$ cat src/rtl/frame_capture_ctrl_if.sv
// rtl/frame_capture_ctrl_if.sv - processed pixel stream in, frame buffer write port out
interface frame_capture_ctrl_if #(
  parameter int ADDR_W = 21
) ();
  logic              in_vsync;
  logic              in_href;
  logic [7:0]        in_data;
  logic              wr_en;
  logic [ADDR_W-1:0] wr_addr;
  logic [23:0]       wr_data;

  modport master (
    output in_vsync, in_href, in_data,
    input  wr_en, wr_addr, wr_data
  );

  modport slave (
    input  in_vsync, in_href, in_data,
    output wr_en, wr_addr, wr_data
  );
endinterface

$ cat src/rtl/frame_capture_ctrl.sv
// rtl/frame_capture_ctrl.sv - captures one selected frame into a byte-addressed frame buffer
module frame_capture_ctrl #(
  parameter int IMG_W     = 640,
  parameter int IMG_H     = 480,
  parameter int ADDR_W    = 21,
  parameter int FRAME_SEL = 1
) (
  input  logic                 clk,
  input  logic                 rst,
  frame_capture_ctrl_if.slave  bus,
  input  logic                 start_i,
  output logic                 busy_o,
  output logic                 done_o,
  output logic [3:0]           progress_o,
  output logic                 progress_stb_o,
  output logic                 err_line_o,
  output logic                 err_frame_o
);

  typedef enum logic [1:0] {S_IDLE, S_WAIT_VS, S_CAPTURE, S_DONE} state_t;

  localparam int                CNT_W     = 16;
  localparam logic [CNT_W-1:0]  W_C       = CNT_W'(IMG_W);
  localparam logic [CNT_W-1:0]  H_C       = CNT_W'(IMG_H);
  localparam logic [CNT_W-1:0]  STEP_C    = CNT_W'(10);
  localparam logic [ADDR_W-1:0] ADDR_LIM  = ADDR_W'(3 * IMG_W * IMG_H);
  localparam logic [ADDR_W-1:0] ADDR_STEP = ADDR_W'(3);
  localparam logic [7:0]        SEL_C     = 8'(FRAME_SEL);

  state_t             state_q, state_d;
  logic               vs_q, hr_q;
  logic [7:0]         frm_cnt_q, frm_cnt_d;
  logic [CNT_W-1:0]   pix_cnt_q, pix_cnt_d;
  logic [CNT_W-1:0]   line_cnt_q, line_cnt_d;
  logic [CNT_W-1:0]   acc_q, acc_d;
  logic [ADDR_W-1:0]  addr_q, addr_d;
  logic               wr_en_q, wr_en_d;
  logic [ADDR_W-1:0]  wr_addr_q, wr_addr_d;
  logic [23:0]        wr_data_q, wr_data_d;
  logic [3:0]         progress_q, progress_d;
  logic               prog_stb_q, prog_stb_d;
  logic               err_line_q, err_line_d;
  logic               err_frame_q, err_frame_d;

  logic               vs_rise;
  logic               line_end;
  logic [CNT_W-1:0]   acc_sum;

  // State and datapath registers; reset aborts any capture in flight
  always_ff @(posedge clk or posedge rst) begin
    if (rst) begin
      state_q     <= S_IDLE;
      vs_q        <= 1'b0;
      hr_q        <= 1'b0;
      frm_cnt_q   <= '0;
      pix_cnt_q   <= '0;
      line_cnt_q  <= '0;
      acc_q       <= '0;
      addr_q      <= '0;
      wr_en_q     <= 1'b0;
      wr_addr_q   <= '0;
      wr_data_q   <= '0;
      progress_q  <= '0;
      prog_stb_q  <= 1'b0;
      err_line_q  <= 1'b0;
      err_frame_q <= 1'b0;
    end else begin
      state_q     <= state_d;
      vs_q        <= bus.in_vsync;
      hr_q        <= bus.in_href;
      frm_cnt_q   <= frm_cnt_d;
      pix_cnt_q   <= pix_cnt_d;
      line_cnt_q  <= line_cnt_d;
      acc_q       <= acc_d;
      addr_q      <= addr_d;
      wr_en_q     <= wr_en_d;
      wr_addr_q   <= wr_addr_d;
      wr_data_q   <= wr_data_d;
      progress_q  <= progress_d;
      prog_stb_q  <= prog_stb_d;
      err_line_q  <= err_line_d;
      err_frame_q <= err_frame_d;
    end
  end

  // Next-state: frame selection, pixel-to-write conversion, line/frame geometry and progress
  always_comb begin
    state_d     = state_q;
    frm_cnt_d   = frm_cnt_q;
    pix_cnt_d   = pix_cnt_q;
    line_cnt_d  = line_cnt_q;
    acc_d       = acc_q;
    addr_d      = addr_q;
    wr_en_d     = 1'b0;
    wr_addr_d   = wr_addr_q;
    wr_data_d   = wr_data_q;
    progress_d  = progress_q;
    prog_stb_d  = 1'b0;
    err_line_d  = err_line_q;
    err_frame_d = err_frame_q;

    vs_rise  = bus.in_vsync & ~vs_q;
    // A line closes on href fall, or when vsync cuts an open line short
    line_end = (state_q == S_CAPTURE) && hr_q && (!bus.in_href || vs_rise);
    acc_sum  = acc_q + STEP_C;

    case (state_q)
      S_IDLE, S_DONE: begin
        if (start_i) begin
          state_d     = S_WAIT_VS;
          frm_cnt_d   = '0;
          err_line_d  = 1'b0;
          err_frame_d = 1'b0;
          progress_d  = '0;
        end
      end

      S_WAIT_VS: begin
        if (vs_rise) begin
          frm_cnt_d = frm_cnt_q + 8'd1;
          if (frm_cnt_d == SEL_C) begin
            state_d    = S_CAPTURE;
            pix_cnt_d  = '0;
            line_cnt_d = '0;
            addr_d     = '0;
            acc_d      = '0;
          end
        end
      end

      S_CAPTURE: begin
        if (line_end) begin
          if (pix_cnt_q != W_C) err_line_d = 1'b1;
          pix_cnt_d  = '0;
          line_cnt_d = line_cnt_q + 1'b1;
          // Fractional accumulator: one progress step per IMG_H/10 lines
          if (acc_sum >= H_C) begin
            acc_d = acc_sum - H_C;
            if (progress_q != 4'd10) begin
              progress_d = progress_q + 4'd1;
              prog_stb_d = 1'b1;
            end
          end else begin
            acc_d = acc_sum;
          end
        end

        if (vs_rise) begin
          // The pixel coinciding with the closing vsync is dropped
          if (line_cnt_d != H_C) err_frame_d = 1'b1;
          state_d = S_DONE;
        end else if (bus.in_href) begin
          pix_cnt_d = pix_cnt_q + 1'b1;
          if (addr_q < ADDR_LIM) begin
            wr_en_d   = 1'b1;
            wr_addr_d = addr_q;
            wr_data_d = {3{bus.in_data}};
            addr_d    = addr_q + ADDR_STEP;
          end else begin
            err_frame_d = 1'b1;
          end
        end
      end

      default: state_d = S_IDLE;
    endcase
  end

  assign bus.wr_en      = wr_en_q;
  assign bus.wr_addr    = wr_addr_q;
  assign bus.wr_data    = wr_data_q;
  assign busy_o         = (state_q == S_WAIT_VS) || (state_q == S_CAPTURE);
  assign done_o         = (state_q == S_DONE);
  assign progress_o     = progress_q;
  assign progress_stb_o = prog_stb_q;
  assign err_line_o     = err_line_q;
  assign err_frame_o    = err_frame_q;

endmodule

$ cat src/flat_wrapper.sv
// flat-port wrapper written by rule: the top's interface ports become plain ports
module frame_capture_ctrl_flat 
#(
  parameter int IMG_W     = 640,
  parameter int IMG_H     = 480,
  parameter int ADDR_W    = 21,
  parameter int FRAME_SEL = 1
)
  (clk, rst, start_i, busy_o, done_o, progress_o, progress_stb_o, err_line_o, err_frame_o, bus_in_vsync, bus_in_href, bus_in_data, bus_wr_en, bus_wr_addr, bus_wr_data);
  frame_capture_ctrl_if #(.ADDR_W(ADDR_W)) bus_i ();
  input  logic clk;
  input  logic rst;
  input  logic start_i;
  output logic busy_o;
  output logic done_o;
  output logic [3:0] progress_o;
  output logic progress_stb_o;
  output logic err_line_o;
  output logic err_frame_o;
  input wire logic [$bits(bus_i.in_vsync)-1:0] bus_in_vsync;
  input wire logic [$bits(bus_i.in_href)-1:0] bus_in_href;
  input wire logic [$bits(bus_i.in_data)-1:0] bus_in_data;
  output wire logic [$bits(bus_i.wr_en)-1:0] bus_wr_en;
  output wire logic [$bits(bus_i.wr_addr)-1:0] bus_wr_addr;
  output wire logic [$bits(bus_i.wr_data)-1:0] bus_wr_data;
  assign bus_i.in_vsync = bus_in_vsync;
  assign bus_i.in_href = bus_in_href;
  assign bus_i.in_data = bus_in_data;
  assign bus_wr_en = bus_i.wr_en;
  assign bus_wr_addr = bus_i.wr_addr;
  assign bus_wr_data = bus_i.wr_data;
  frame_capture_ctrl #(.IMG_W(IMG_W), .IMG_H(IMG_H), .ADDR_W(ADDR_W), .FRAME_SEL(FRAME_SEL)) u_core (.clk(clk), .rst(rst), .bus(bus_i), .start_i(start_i), .busy_o(busy_o), .done_o(done_o), .progress_o(progress_o), .progress_stb_o(progress_stb_o), .err_line_o(err_line_o), .err_frame_o(err_frame_o));
endmodule
$ cat config.mk
export PLATFORM = sky130hd
export DESIGN_NAME = frame_capture_ctrl_flat
export DESIGN_NICKNAME = d
export VERILOG_FILES = /design/src/rtl/frame_capture_ctrl_if.sv /design/src/rtl/frame_capture_ctrl.sv /design/src/flat_wrapper.sv
export SDC_FILE = /design/constraint.sdc
export NUM_CORES = 1
export LEC_CHECK = 0
export BUFFER_PORTS_ARGS = -buffer_cell sky130_fd_sc_hd__buf_4
export CAP_MARGIN = 30
export CORE_ASPECT_RATIO = 0.8
export CORE_MARGIN = 5
export CORE_UTILIZATION = 45
export DETAILED_ROUTE_END_ITERATION = 8
export GPL_TIMING_DRIVEN = 0
export HOLD_SLACK_MARGIN = 0.02
export PLACE_DENSITY = 0.71
export SLEW_MARGIN = 0
export SYNTH_ARGS = -nofsm -noshare
export SYNTH_HDL_FRONTEND = slang
export SYNTH_SLANG_ARGS = --single-unit
export TNS_END_PERCENT = 30
$ cat constraint.sdc
create_clock -name clk -period 4.2 [get_ports clk]
set_clock_uncertainty 0.15 [all_clocks]
set_input_delay 0.63 -clock clk [delete_from_list [all_inputs] [get_ports clk]]
set_output_delay 0.63 -clock clk [all_outputs]
set_load 0.02 [all_outputs]
==> out/results.tsv <==
metric	value	unit
wl_met1	8700	um
core_area	0.0156	mm2
ys_seq_elements	117	
dpl.hpwl	13200	um
cts_tree	done	
clk_latency	0.41	ns
cap_viol_max_count	0	
dieArea	0.0183	mm2
root_buffer	clkbuf_16	
postCtsSetupBuffers	0	
fp.dieW	150	um
antenna_found_initial	0	
final-max-slew-violation-count	0	
start_kind	register	
finalHoldViolations	0	
seqPwrFrac	25.9	%
clk_pin_slew_worst_paths	0.06	ns
h-tree-depth	4	
synth_flop_cell	dfrtp_1	
dr_wl_met2	8460	um
routed.top_layer	met4	
max_slew_margin	35.1	%
grt_setup_unrepaired	false	
grt_pass1_vias	6040	
postSynthNetCount	812	
timing.final.crit_period	3.38	ns
setup_viol	0	
start_util	45.4	%
n_antenna_cell	0	
routed_via_density	5.84	
cts.sinks	117	
fmax	296	MHz
gp_congestion	0.895	
yosys_warnings	0	
fin_cells	1102	
whs	0.187	ns
ant_nets	0	
grt_max_degree	100	
required	4.35	ns
die_h	122	um
drc	0	
gr-total-overflow	0	
ios	68	
arrival	3.53	ns
drt_iter0_drc	694	
p_clk_share	25.7	%
finalCritPeriodShare	80.4	%
drive_gt1_share	20.0	%
placedCellCount	1069	
groute.usage.overall	21.6	%
layout.nets	901	
p_total	0.00545	W
routed_wl	18900	um
swShare	43.5	%
hold_class	primary input to register	
dr.pass1.iters	6	
worst_slack	0.822	ns
p_int	0.00308	W
grt_pass1_wl	31500	um
outcome	complete, no violations	
area_growth	19.6	%
io_buffers	67	
p_sw	0.00237	W
met3_length	1510	um
syn_area_per_cell	9.01	um2
ys_types	71	
dp_slack	0.851	ns
finish.utilization	54.3	%
vias	6437	
cts_buffers	17	
cp-end-kind	register	
path_class	register to register	
wl_per_cell	17.2	um
p_per_area	645	mW/mm2
vdd_drop_max	0.325	mV
p_leak	3.77	nW
worstPathMaxFanout	9	
pwr-share-comb	48.3	%
synth_area	0.00707	mm2
cts_resized	0	
seq_area_frac_synth	41.4	%
worst_pin_slew	0.959	ns
clk_path_buf_depth	2	
synth_edf_count	0	
rows	41	
syn_inst	785	
async_reset_ff_share	100	%
-- synthesized netlist by cell type, types with 7 or more instances --
cell | number | share of area [%]
inv_1 | 28 | 1.5
nor4_1 | 20 | 1.8
and3_1 | 17 | 1.5
o21ai_0 | 65 | 4.6
nor3_1 | 26 | 1.8
nand4_1 | 17 | 1.5
xnor2_1 | 18 | 2.2
dfrtp_1 | 117 | 41
mux2_2 | 25 | 4.0
a21oi_1 | 28 | 2.0
ha_1 | 14 | 2.5
a22o_1 | 14 | 1.7
nand2_1 | 71 | 3.8
nand3_1 | 34 | 2.4
clkbuf_1 | 29 | 1.5
mux2i_1 | 9 | 1.3
o31ai_1 | 17 | 1.8
nor2_1 | 68 | 3.6
buf_4 | 17 | 1.8
xor2_1 | 10 | 1.2
and2_1 | 11 | 0.97
a31oi_1 | 11 | 0.97
or3_1 | 7 | 0.62
-- flip-flops by register name (all words and copies together) (netlist names), 2 cells and up --
| name | count |
|---|---|
| u_core.state_q | 2 |
| u_core.progress_o | 4 |
| u_core.bus.wr_data | 8 |
| u_core.acc_q | 15 |
| u_core.frm_cnt_q | 8 |
| u_core.bus.wr_addr | 21 |
| u_core.addr_q | 21 |
| u_core.line_cnt_q | 16 |
| u_core.pix_cnt_q | 16 |
-- placed cells by master, fill, tap and decap left out, types with 7 or more instances in the layout --
| master | instances |
|---|---|
| and2_1 | 11 |
| or3_1 | 7 |
| clkbuf_1 | 31 |
| xnor2_1 | 18 |
| nand2_1 | 71 |
| a21oi_1 | 28 |
| nor4_1 | 20 |
| ha_1 | 14 |
| inv_1 | 27 |
| nor2_1 | 68 |
| o21ai_0 | 65 |
| dfrtp_1 | 117 |
| nand3_1 | 34 |
| and3_1 | 17 |
| mux2_2 | 25 |
| a31oi_1 | 11 |
| nand4_1 | 17 |
| nor3_1 | 26 |
| clkbuf_16 | 17 |
| a22o_1 | 14 |
| mux2i_1 | 9 |
| o31ai_1 | 17 |
| xor2_1 | 10 |
| buf_4 | 85 |
-- critical path, cell delays in order, from the launching register on --
cell,delay [ns]
dfrtp_1,0.44
ha_1,0.32
or2_2,0.29
buf_2,0.18
nand4_1,0.14
a32oi_1,0.24
or4_1,0.55
buf_6,0.17
o211ai_4,0.13
mux2_1,0.36
a221o_1,0.29
-- metal layers --
metal | up-vias | track usage (%)
met5 | - | 0
li1 | 3062 | -
met3 | 18 | 5.21
met4 | 0 | 6.00
met2 | 272 | 32.0
met1 | 3085 | 31.6
-- worst paths after layout --
path,from,cells after the start,slack [ns],end
worst max-delay path,u_core.acc_q[1],10,0.82,u_core.progress_o[1]
worst min-delay path,bus_in_vsync,1,0.19,u_core.vs_q
worst max register to register,u_core.acc_q[1],10,0.82,u_core.progress_o[1]
worst min register to register,u_core.bus.wr_addr[20],1,0.33,u_core.bus.wr_addr[20]
max in group asynchronous,rst,4,2.59,u_core.acc_q[6]
min in group asynchronous,rst,3,0.55,u_core.bus.wr_addr[20]
-- area by class of cell --
type / instances / area (um2)
multi-input cells: 580 / 3710
clock buffers: 19 / 433
flip-flops and latches: 117 / 2930
well taps: 215 / 269
plain buffers: 60 / 334
inverters: 28 / 110
fillers: 1449 / 7130
repair buffers: 70 / 548
clock inverters: 13 / 134
-- power by group through the flow --
| stage | registers [W] | logic, W | clock network, W |
|---|---|---|---|
| floorplan | 0.00148 | 0.00172 | 0 |
| global placement | 0.00142 | 0.00257 | 0 |
| detailed placement | 0.00143 | 0.00260 | 0 |
| CTS | 0.00141 | 0.00261 | 0.00143 |
| global route | 0.00144 | 0.00285 | 0.00148 |
| finish | 0.00141 | 0.00263 | 0.00140 |
-- per-stage QoR --
step                      instance area, um2  TNS (ns)
final                                   8460         0
after global routing                    8460         0
after floorplan                         7070         0
after detailed placement                7890         0
after CTS                               8460         0
after global placement                  7850   -140.68
-- logic make-up after synthesis --
family,after synthesis,share of synthesized area [%]
adders and majority gates,14,2.48
DFF,117,41.4
and+or+nand+nor,312,22.8
buffers and inverters,88,6.21
xor gates and xnor gates,28,3.47
muxes,36,5.61
AOI/OAI and AO/OA,190,18.0
-- what timing repair did --
action,in CTS,in global routing
endpoints found under the hold margin,18,0
hold buffers,1,0
setup endpoints to repair,0,0
No activity file was read; power rests on OpenSTA's default activity.
